$ cat src/rtl/p_hardisc.sv
// Shared CSR address map and CSR operation encoding for the hardware
// performance monitor.
package p_hardisc;

  localparam logic [11:0] CSR_MCOUNTINHIBIT = 12'h320;
  localparam logic [11:0] CSR_MHPMEVENT     = 12'h323;
  localparam logic [11:0] CSR_MHPMCOUNTER   = 12'hB03;
  localparam logic [11:0] CSR_MHPMCOUNTERH  = 12'hB83;

  typedef enum logic [1:0] {
    CSR_OP_NONE  = 2'b00,
    CSR_OP_WRITE = 2'b01,
    CSR_OP_SET   = 2'b10,
    CSR_OP_CLEAR = 2'b11
  } csr_op_e;

  // New 32-bit register view produced by a CSR operation on the current view.
  function automatic logic [31:0] csr_apply(input csr_op_e op, input logic [31:0] cur,
                                            input logic [31:0] opnd);
    case (op)
      CSR_OP_WRITE: return opnd;
      CSR_OP_SET:   return cur | opnd;
      CSR_OP_CLEAR: return cur & ~opnd;
      default:      return cur;
    endcase
  endfunction

endpackage

$ cat src/rtl/hpm_counter.sv
// One performance counter with its event selector, overflow-interrupt enable
// and sticky overflow flag.
module hpm_counter
  import p_hardisc::*;
#(
  parameter int CNT_W = 40,
  parameter int N_EVT = 8
) (
  input  logic             clk_i,
  input  logic             rst_ni,
  input  logic [N_EVT-1:0] event_i,
  input  logic             inhibit_i,
  input  logic             evt_we_i,
  input  logic             lo_we_i,
  input  logic             hi_we_i,
  input  logic [31:0]      wdata_i,
  output logic [31:0]      evt_o,
  output logic [31:0]      cnt_lo_o,
  output logic [31:0]      cnt_hi_o,
  output logic             irq_o
);
  localparam int EVT_SW = $clog2(N_EVT + 1);

  logic [EVT_SW-1:0] sel_q, sel_d;
  logic              ofie_q, ofie_d;
  logic              of_q, of_d;
  logic [CNT_W-1:0]  cnt_q, cnt_d;
  logic              evt_hit, inc, wrap;

  // Selector values 0 and above N_EVT match no event line.
  always_comb begin
    evt_hit = 1'b0;
    for (int e = 0; e < N_EVT; e++) begin
      if (sel_q == EVT_SW'(e + 1) && event_i[e]) evt_hit = 1'b1;
    end
  end

  assign inc  = evt_hit && !inhibit_i;
  assign wrap = inc && (&cnt_q);

  always_comb begin
    cnt_d  = cnt_q;
    sel_d  = sel_q;
    ofie_d = ofie_q;
    of_d   = of_q;
    if (lo_we_i)      cnt_d = {cnt_q[CNT_W-1:32], wdata_i};
    else if (hi_we_i) cnt_d = CNT_W'({wdata_i, cnt_q[31:0]});
    else if (inc)     cnt_d = cnt_q + CNT_W'(1);
    if (evt_we_i) begin
      sel_d  = wdata_i[EVT_SW-1:0];
      ofie_d = wdata_i[30];
      of_d   = wdata_i[31];
    end
    // A software write to the counter discards the increment, so no wrap occurs;
    // otherwise the hardware overflow beats a same-cycle event-register write.
    if (wrap && !lo_we_i && !hi_we_i) of_d = 1'b1;
  end

  always_ff @(posedge clk_i or negedge rst_ni) begin
    if (!rst_ni) begin
      cnt_q  <= '0;
      sel_q  <= '0;
      ofie_q <= 1'b0;
      of_q   <= 1'b0;
    end else begin
      cnt_q  <= cnt_d;
      sel_q  <= sel_d;
      ofie_q <= ofie_d;
      of_q   <= of_d;
    end
  end

  assign evt_o    = {of_q, ofie_q, 30'(sel_q)};
  assign cnt_lo_o = cnt_q[31:0];
  assign cnt_hi_o = 32'(cnt_q >> 32);
  assign irq_o    = of_q & ofie_q;

endmodule

$ cat src/rtl/csr_hpm.sv
// Machine-mode hardware performance monitor CSR block: address decode, read
// mux, set/clear/write merge, count inhibit and the overflow interrupt.
module csr_hpm
  import p_hardisc::*;
#(
  parameter int N_CNT = 4,
  parameter int CNT_W = 40,
  parameter int N_EVT = 8
) (
  input  logic             s_clk_i,
  input  logic             s_resetn_i,
  input  logic             s_stall_i,
  input  logic             s_flush_i,
  input  logic [1:0]       s_csr_op_i,
  input  logic [11:0]      s_csr_add_i,
  input  logic [31:0]      s_csr_wval_i,
  input  logic [N_EVT-1:0] s_event_i,
  output logic [31:0]      s_csr_rval_o,
  output logic             s_csr_hit_o,
  output logic             s_ovf_int_o
);
  logic [N_CNT-1:0] inh_q, inh_d;
  logic             ovf_int_q;
  logic             inh_sel;
  logic [N_CNT-1:0] evt_sel, lo_sel, hi_sel, irq;
  logic [31:0]      evt_rd [N_CNT];
  logic [31:0]      lo_rd  [N_CNT];
  logic [31:0]      hi_rd  [N_CNT];
  logic [31:0]      rval, wdata;
  logic             we;

  always_comb begin
    inh_sel = (s_csr_add_i == CSR_MCOUNTINHIBIT);
    rval    = inh_sel ? (32'(inh_q) << 3) : 32'h0;
    for (int k = 0; k < N_CNT; k++) begin
      evt_sel[k] = (s_csr_add_i == CSR_MHPMEVENT    + 12'(k));
      lo_sel[k]  = (s_csr_add_i == CSR_MHPMCOUNTER  + 12'(k));
      hi_sel[k]  = (s_csr_add_i == CSR_MHPMCOUNTERH + 12'(k));
      if (evt_sel[k]) rval = rval | evt_rd[k];
      if (lo_sel[k])  rval = rval | lo_rd[k];
      if (hi_sel[k])  rval = rval | hi_rd[k];
    end
  end

  assign s_csr_hit_o  = inh_sel | (|evt_sel) | (|lo_sel) | (|hi_sel);
  assign s_csr_rval_o = rval;
  assign wdata        = csr_apply(csr_op_e'(s_csr_op_i), rval, s_csr_wval_i);
  assign we           = (s_csr_op_i != CSR_OP_NONE) && s_csr_hit_o && !s_stall_i && !s_flush_i;
  assign inh_d        = (we && inh_sel) ? wdata[3 +: N_CNT] : inh_q;

  for (genvar g = 0; g < N_CNT; g++) begin : g_cnt
    hpm_counter #(
      .CNT_W(CNT_W),
      .N_EVT(N_EVT)
    ) u_cnt (
      .clk_i    (s_clk_i),
      .rst_ni   (s_resetn_i),
      .event_i  (s_event_i),
      .inhibit_i(inh_q[g]),
      .evt_we_i (we && evt_sel[g]),
      .lo_we_i  (we && lo_sel[g]),
      .hi_we_i  (we && hi_sel[g]),
      .wdata_i  (wdata),
      .evt_o    (evt_rd[g]),
      .cnt_lo_o (lo_rd[g]),
      .cnt_hi_o (hi_rd[g]),
      .irq_o    (irq[g])
    );
  end

  always_ff @(posedge s_clk_i or negedge s_resetn_i) begin
    if (!s_resetn_i) begin
      inh_q     <= '0;
      ovf_int_q <= 1'b0;
    end else begin
      inh_q     <= inh_d;
      ovf_int_q <= |irq;
    end
  end

  assign s_ovf_int_o = ovf_int_q;

endmodule
$ cat config.mk
export PLATFORM = sky130hd
export DESIGN_NAME = csr_hpm
export DESIGN_NICKNAME = d
export VERILOG_FILES = /design/src/rtl/p_hardisc.sv /design/src/rtl/hpm_counter.sv /design/src/rtl/csr_hpm.sv
export SDC_FILE = /design/constraint.sdc
export NUM_CORES = 1
export LEC_CHECK = 0
export CAP_MARGIN = 15
export CORE_MARGIN = 3
export CORE_UTILIZATION = 30
export CTS_BUF_LIST = sky130_fd_sc_hd__clkbuf_4
export DETAILED_ROUTE_END_ITERATION = 12
export PLACE_DENSITY = 0.52
export SLEW_MARGIN = 0
export SYNTH_ARGS = -nofsm -noshare
export SYNTH_HDL_FRONTEND = slang
export SYNTH_HIERARCHICAL = 1
export SYNTH_SLANG_ARGS = --single-unit
$ cat constraint.sdc
create_clock -name s_clk_i -period 5.3 [get_ports s_clk_i]
set_input_delay 1.06 -clock s_clk_i [delete_from_list [all_inputs] [get_ports s_clk_i]]
set_output_delay 1.06 -clock s_clk_i [all_outputs]
set_load 0.01 [all_outputs]
-- Yosys cells after proc, flatten, opt, wreduce, memory -nomap -nowiden
Cells that the tools add are included.
Widths: inputs -> output; s select.
- register bits: 189
- input port bits: 58
- output and inout bits: 34
- logic and storage cells: 277
- add/subtract/negate cells: 4
- eq/ne operators: 52
- mux-type cells: 66
- bitwise gates (word level): 26
- reductions and logical operators: 107
- operators by type and width (kind ; number):
    $mux 32 ; 16
    $mux 40 ; 8
    $or 32x32->32 ; 8
    $add 40x1->40 const B ; 4
    $reduce_and 40->1 ; 4
    $or 32x8->32 ; 4
    $eq 12x12->1 const B ; 8
    $pmux 32 s3 ; 1
    $eq 4x3->1 const B ; 16
    $logic_and 1x1->1 ; 64
    $eq 12x10->1 const B ; 5
    $mux 1 ; 40
    $and 32x32->32 ; 1
    $eq 4x2->1 const B ; 8
    $not 32->32 ; 1
    $or 7x32->32 ; 1
    $reduce_bool 2->1 ; 13
    $eq 4x1->1 const B ; 4
    $eq 4x4->1 const B ; 4
    $reduce_and 2->1 ; 8
    $reduce_or 4->1 ; 4
    $logic_not 1->1 ; 14
    $ne 2x1->1 const B ; 4
    $mux 7 ; 1
    other kinds (5) ; 14

-- Logic depth before layout (Yosys ltp)
Gate-level depths: netlist of the first run.
- depth in word-level cells: 30
- mapped depth: 15

-- By module
Netlist of the first run, hierarchy kept.
- modules (own cells, without submodules) (module ; instances ; cells each ; area each (um^2) ; seq. area each (um^2)):
    hpm_counter ; 4 ; 352 ; 3111.7 ; 1151.1
    csr_hpm ; 1 ; 778 ; 5332.6 ; 125.1

-- Worst setup path after synthesis of the first run
Ideal clock, no wire load.
- kind: in2reg
- from: input port s_csr_add_i[11]
- to: register g_cnt[0].u_cnt.cnt_q[24]
- library setup time: 0.125 ns
- arrival time: 3.721 ns
- path slack: 1.454 ns
- cell stages on the path: 14
- buffers on the path: 3
- cell sequence: buf_2 > or4b_1 > buf_2 > o21ai_1 > a221oi_1 > o2bb2ai_2 > nand2_1 > nor3_1 > a211o_1 > a211o_1 > buf_2 > nor2_1 > xor2_1 > mux2_2
- RTL lines (what ; line ; text):
    start: declaration ; csr_hpm.sv:15 ; input logic [11:0] s_csr_add_i,
    $eq 12x10->1 ; csr_hpm.sv:36 ; evt_sel[k] = (s_csr_add_i == CSR_MHPMEVENT + 12'(k));
    $reduce_or 4->1 ; csr_hpm.sv:45 ; assign s_csr_hit_o = inh_sel | (|evt_sel) | (|lo_sel) | (|hi_sel);
    $or 1x1->1 (2 in a row) ; csr_hpm.sv:45 ;
    $or 1x1->1 (*) ; csr_hpm.sv:45 ;
    net s_csr_hit_o ; csr_hpm.sv:19 ; output logic s_csr_hit_o,
    $logic_and 1x1->1 (*) (3 in a row) ; csr_hpm.sv:48 ; assign we = (s_csr_op_i != CSR_OP_NONE) && s_csr_hit_o && !s_stall_i && !s_flush_i;
    $logic_and 1x1->1 (on tied branches) ; csr_hpm.sv:62, csr_hpm.sv:61 ;
    $ne 2x1->1 (no source line) or $reduce_bool 2->1 (tied branches) ; -- ;
    $reduce_and 2->1 (no source line) ; -- ;
    end signal: assignment ; hpm_counter.sv:66 ; cnt_q <= cnt_d;
    end: declaration ; hpm_counter.sv:27 ; logic [CNT_W-1:0] cnt_q, cnt_d;
Mark *: on every way through the listed nets, which the timed path passes. The rest lies on a longest branch.
A chain may end at the register's enable or synchronous reset.

-- Worst setup path in the final report of the first run
- from: input port s_csr_add_i[10]
- to: output port s_csr_rval_o[31]
- cells in the longest elaborated chain, start to end: 24
- RTL lines (what ; line ; text):
    $eq 12x10->1 ; csr_hpm.sv:36 ;
    $mux 32 ; csr_hpm.sv:39 ; if (evt_sel[k]) rval = rval | evt_rd[k];
    $or 32x32->32 ; csr_hpm.sv:40 ; if (lo_sel[k]) rval = rval | lo_rd[k];
    $mux 32 ; csr_hpm.sv:40 ;
    $or 32x8->32 ; csr_hpm.sv:41 ; if (hi_sel[k]) rval = rval | hi_rd[k];
    $mux 32 ; csr_hpm.sv:41 ;
    $or 32x32->32 ; csr_hpm.sv:39 ;
    $mux 32 ; csr_hpm.sv:39 ;
    [8 not listed] ; -- ;
    $or 32x8->32 ; csr_hpm.sv:41 ;
    $mux 32 ; csr_hpm.sv:41 ;
    $or 32x32->32 ; csr_hpm.sv:39 ;
    $mux 32 ; csr_hpm.sv:39 ;
    $or 32x32->32 ; csr_hpm.sv:40 ;
    $mux 32 ; csr_hpm.sv:40 ;
    $or 32x8->32 ; csr_hpm.sv:41 ;
    $mux 32 (*) ; csr_hpm.sv:41 ;
    end: declaration ; csr_hpm.sv:18 ; output logic [31:0] s_csr_rval_o,
Every way passes the cells marked *; elsewhere a longest branch is shown, timed or not.

==> results.toml, run 1 <==
[synth]
synth_area_leaders = "dfrtp_1 (27%), buf_4 (9.4%), nand2_1 (5.6%), xnor2_1 (4.7%), o21ai_0 (3.9%)"
postSynthCellCount = 2186
yosysTopAreaCell = "dfrtp_1"
async_reset_ff_frac = 1.00
synth_cell_types = 98
ys_warn_count = 6
synthFlopType = "dfrtp_1"
syn_area_per_cell_um2 = 8.13
ys_ff_latch = 189
synth-edff-count = 0
synth.cell_area_um2 = 17800
yosysSeqAreaShare = 0.266
synth.top_cell.area_share = 0.266

[detailed_routing]
ant_nets = 0
drt_iter0_drc = 1855
route.detailed.drc = 0
drt-vias-per-instance = 5.69
wl_per_cell_um = 26.0
dr.pass1.iters = 6
finalWirelength_um = 79300
routed-via-count = 17300

[worst_setup_path]
crit_type = "input port to output pin"
max_stage_delay_ns = 0.84
path_delay_family = "simple AND/OR/NAND/NOR gates"
cp.required_ns = 4.24
worstRegToRegCells = 6
worstPathArrival_ns = 4.01
cp_num_buf_inv = 3
end_kind = "output pin"
cp_max_fo = 10
cp_cell_sequence = "clkdlybuf4s50_1 > or4b_1 > nor2_4 > nand3_1 > nand3_1 > nor3_1 > inv_1 > clkdlybuf4s50_1"
critical_path.slowest_cell = "or4b_1"
crit_path_start_kind = "input port"
cp_num_cells = 8

[global_route]
grt_pass1_vias = 16100
grt_use_total = 0.249
grt_pass1_wl_um = 114000
antenna_found_initial = 5
overflow = 0
grt_max_degree = 97

[die]
ios = 92
fp.coreArea_um2 = 58100
die_h_um = 249
dieArea_um2 = 62200
die_w_um = 249
initial_core_util = 0.306
row_count = 88

[clock_network]
cts.clk_slew.worst_paths_ns = 0.17
cts-root-buf = "clkbuf_4"
cts_sinks = 189
cts_hold_buf = 0
cts_buffers = 17
post-cts-setup-buffers = 0
cts.repair.resized = 0
clkLatencyLatePin_ns = 0.77
h-tree-depth = 4
cts_buffer_depth = 2
cts_tree = "built"

[pwr]
p_switching_w = 0.00143
p_clk_frac = 0.253
p_comb_frac = 0.247
internal-power_w = 0.00228
cellPowerDensity_nw_per_um2 = 191
vdd_drop_max_mv = 0.142
p_sw_frac = 0.385
power.leakage_nw = 7.31
seqPwrFrac = 0.500

[timing]
slew_headroom = 0.268
fin_crit_sh = 0.957
max_freq_mhz = 197
fin_ws_ns = 0.230
drv_slew = 0
rsz0062_at_grt = "false"
fin_skew_ns = 0.0250
setup_violations = 0
worst_slew_pin_slew_ns = 1.10
hold_viol_final = 0
min_period_ns = 5.07
tns_ns = 0

[place]
io_buffer_count = 91
place.gp.congestion = 0.982
dp_slack_ns = 0.253
hpwl_um = 62000

[layout]
syn2layout_area_growth_pct = 9.36
final_common_cell = "nand2_1"
layout_common_cells = "nand2_1 (264), conb_1 (200), dfrtp_1 (189)"
regArea_um2 = 4730
drive_gt1_frac = 0.113
nFillCells = 6221
multi_input_area_um2 = 11600
final_nets = 2330

[run]
maxCapViolCount = 0

[run_status]
status = "complete, no violations"

[worst_hold_path]
min_path_type = "input port to async pin"
==> sequential cells by signal, summed over array words and instances, names as in the netlist <==
register,cells
s_ovf_int_o,1
g_cnt.u_cnt/of_q,4
inh_q,4
g_cnt.u_cnt/sel_q,16
g_cnt.u_cnt/cnt_q,160
g_cnt.u_cnt/ofie_q,4
==> Yosys cell counts, types with 10 or more instances <==
cell type	count
o22ai_1	38
nor2_1	100
nand2_1	264
xor2_1	48
o21ai_1	17
nand4_1	39
mux2_2	42
and2_1	19
nor2b_1	21
clkbuf_1	67
and4_1	15
a221o_1	12
nand3_1	113
o21ai_0	139
a31oi_1	14
nand2b_1	13
a211oi_1	13
a22o_1	10
a211o_1	24
buf_2	38
o22a_1	10
mux2i_1	67
xnor2_1	95
nor4_1	15
dfrtp_1	189
a21oi_1	51
nand3b_1	18
buf_4	223
and3_1	41
a311oi_1	12
or3_1	18
inv_1	27
a22oi_1	92
nor3_1	65
==> stage by stage <==
| step | hold WS [ns] | std cells | utilization | instance area (um2) | total power (W) |
|---|---|---|---|---|---|
| 2_1_floorplan | 0.487 | 2382 | - | 18500 | 0.00239 |
| 3_3_place_gp | 0.509 | 3014 | 0.329 | 19100 | 0.00274 |
| 3_5_place_dp | 0.512 | 3014 | 0.329 | 19100 | 0.00275 |
| 4_1_cts | 0.302 | 3045 | 0.334 | 19400 | 0.00371 |
| 5_1_grt | 0.328 | 3047 | 0.334 | 19400 | 0.00388 |
| 6_report | 0.313 | 3049 | 0.334 | 19400 | 0.00370 |
==> per-layer routing <==
layer  track usage  wire length, um  up-vias  part of all wire
li1              -                -     7819                 -
met1         0.342            34500     8556              0.43
met2         0.387            35200      799              0.44
met3        0.0469             6440      168             0.081
met4        0.0925             3180        0             0.040
met5             0                0        -                 0
==> final timing paths <==
check                                             start                       end  slack (ns)
worst max-delay path                    s_csr_add_i[10]          s_csr_rval_o[31]        0.23
worst min-delay path                         s_resetn_i  g_cnt[0].u_cnt/cnt_q[32]        0.31
worst max register to register  g_cnt[3].u_cnt/cnt_q[5]  g_cnt[3].u_cnt/cnt_q[37]        2.17
worst min register to register    g_cnt[3].u_cnt/ofie_q     g_cnt[3].u_cnt/ofie_q        0.55
max in group asynchronous                    s_resetn_i  g_cnt[1].u_cnt/cnt_q[15]        3.82
min in group s_clk_i              g_cnt[3].u_cnt/ofie_q     g_cnt[3].u_cnt/ofie_q        0.55
==> power groups by stage <==
stage,sequential (W),combinational [W],clock (W)
4_1_cts,0.00184,0.000892,0.000981
6_report,0.00185,0.000914,0.000938
3_5_place_dp,0.00187,0.000886,0
3_3_place_gp,0.00186,0.000876,0
5_1_grt,0.00187,0.000987,0.00102
2_1_floorplan,0.00174,0.000650,0
==> cell families after synthesis <==
kind of cell | after synthesis | share of synthesized area
multiplexers | 109 | 0.0643
other | 4 | 0.000844
flip-flops | 189 | 0.266
AO/OA/AOI/OAI | 534 | 0.211
buffers and inverters | 367 | 0.129
AND/OR/NAND/NOR | 836 | 0.256
XOR/XNOR | 143 | 0.0704
adder cells (fa/ha/maj) | 4 | 0.00282
==> final cells by class <==
class                   count  share of cell area
well taps                 765              0.0492
diodes                      4            0.000515
clock buffers              19             0.00734
repair buffers            203              0.0904
clock inverters            12             0.00837
multi-input cells        1826               0.595
inverters                  31             0.00598
flip-flops and latches    189               0.243
Power figures use the tool's default switching activity.
==> inputs of run 2 (changes only) <==
--- a/config.mk
+++ b/config.mk
@@ -6,7 +6,7 @@
 export NUM_CORES = 1
 export LEC_CHECK = 0
 export CAP_MARGIN = 15
-export CORE_MARGIN = 3
+export CORE_MARGIN = 1
 export CORE_UTILIZATION = 30
 export CTS_BUF_LIST = sky130_fd_sc_hd__clkbuf_4
 export DETAILED_ROUTE_END_ITERATION = 12
==> results.toml, run 2 (same netlist as run 1, synthesis figures left out) <==
[clock_network]
cts_tree = "built"
cts_buffers = 17
cts-root-buf = "clkbuf_4"
cts_buffer_depth = 2
cts.repair.resized = 0
clkLatencyLatePin_ns = 0.82
post-cts-setup-buffers = 0
cts.clk_slew.worst_paths_ns = 0.16
cts_sinks = 189
h-tree-depth = 4
cts_hold_buf = 0

[die]
die_w_um = 245
ios = 92
fp.coreArea_um2 = 58100
die_h_um = 245
row_count = 88
dieArea_um2 = 60200
initial_core_util = 0.306

[timing]
min_period_ns = 5.08
slew_headroom = 0.219
fin_crit_sh = 0.959
tns_ns = 0
setup_violations = 0
max_freq_mhz = 197
drv_slew = 0
worst_slew_pin_slew_ns = 1.17
rsz0062_at_grt = "false"
hold_viol_final = 0
fin_skew_ns = 0.0282

[worst_setup_path]
crit_type = "input port to output pin"
max_stage_delay_ns = 0.80
end_kind = "output pin"
crit_path_start_kind = "input port"
r2r_end = "g_cnt[1].u_cnt/cnt_q[37]"
r2r_setup_slack_ns = 2.16
r2r-start = "g_cnt[1].u_cnt/cnt_q[5]"
cp_max_fo = 11
cp_cell_sequence = "clkdlybuf4s50_1 > or4b_1 > nor2_4 > nand3_1 > nand3_1 > nor3_1 > inv_1 > clkdlybuf4s50_1"
cp.required_ns = 4.24
worstRegToRegCells = 6
critical_path.slowest_cell = "or4b_1"
worstPathArrival_ns = 4.02

[detailed_routing]
drt_iter0_drc = 1680
routed-via-count = 17300
ant_nets = 0
wl_per_cell_um = 26.1
drt-vias-per-instance = 5.66
route.detailed.drc = 0
finalWirelength_um = 79500
dr.pass1.iters = 5

[global_route]
grt_max_degree = 110
overflow = 0
grt_use_total = 0.263
antenna_found_initial = 6
grt_pass1_wl_um = 114000
grt_pass1_vias = 16000

[pwr]
cellPowerDensity_nw_per_um2 = 187
power.leakage_nw = 7.32
power_w = 0.00364
vdd_drop_max_mv = 0.153

[run_status]
status = "complete, no violations"

[layout]
final_nets = 2329
largest_reg_flops = 160
final_common_cell = "nand2_1"
reg_top3 = "g_cnt.u_cnt/cnt_q: 160 flops, g_cnt.u_cnt/sel_q: 16 flops"
syn2layout_area_growth_pct = 9.61
layout_common_cells = "nand2_1 (263), conb_1 (200), dfrtp_1 (189)"
largest_register = "g_cnt.u_cnt/cnt_q"
drive_gt1_frac = 0.114

[run]
maxCapViolCount = 0

[place]
place.gp.congestion = 0.987
io_buffer_count = 91
hpwl_um = 62100

[worst_hold_path]
min_path_type = "input port to async pin"
run 2: how the worst max path moves through the flow:
| stage | start | end | cells after the start |
|---|---|---|---|
| 6_report | s_csr_add_i[10] | s_csr_rval_o[31] | 8 |
| 5_1_grt | s_csr_add_i[10] | s_csr_rval_o[31] | 8 |
| 4_1_cts | s_csr_add_i[4] | s_csr_rval_o[18] | 8 |
| 3_5_place_dp | s_csr_add_i[4] | s_csr_rval_o[18] | 8 |
| 3_3_place_gp | s_csr_add_i[4] | s_csr_rval_o[0] | 8 |
| 2_1_floorplan | s_csr_add_i[11] | g_cnt[0].u_cnt/cnt_q[24] | 14 |
run 2: power by group:
group | switching (W) | internal (W) | leakage, nW
sequential | 0.000263 | 0.00158 | 2.27
combinational | 0.000559 | 0.000361 | 4.89
clock | 0.000624 | 0.000259 | 0.156
run 2: layout make-up:
cell class / count / area, um2
multi-input cells: 1826 / 11600
diodes: 6 / 15.0
fillers: 6071 / 38600
flip-flops and latches: 189 / 4730
well taps: 765 / 957
clock inverters: 14 / 153
clock buffers: 18 / 135
repair buffers: 202 / 1810
inverters: 31 / 116
run 2: per-stage QoR:
stage / area, um2 / instances / hold WS [ns] / setup WS [ns] / util
after CTS: 19500 / 3045 / 0.234 / 0.192 / 0.335
final: 19500 / 3051 / 0.228 / 0.218 / 0.335
after floorplan: 18500 / 2382 / 0.487 / 1.45 / -
after global placement: 19200 / 3013 / 0.517 / 0.215 / 0.330
after global routing: 19500 / 3051 / 0.265 / 0.151 / 0.335
after detailed placement: 19200 / 3013 / 0.528 / 0.200 / 0.330
run 2: critical path: cells and delay by family:
family	cells	cell delay (ns)
AND/OR/NAND/NOR	5	1.72
buffers and inverters	3	1.23
run 2: per-layer routing:
layer	vias to the layer above	wire (um)	global-route usage	share of wire
li1	7810	-	-	-
met3	131	6110	0.0430	0.077
met1	8511	35000	0.365	0.44
met4	6	2860	0.0943	0.036
met2	799	35500	0.409	0.45
met5	-	42	0	0.00053
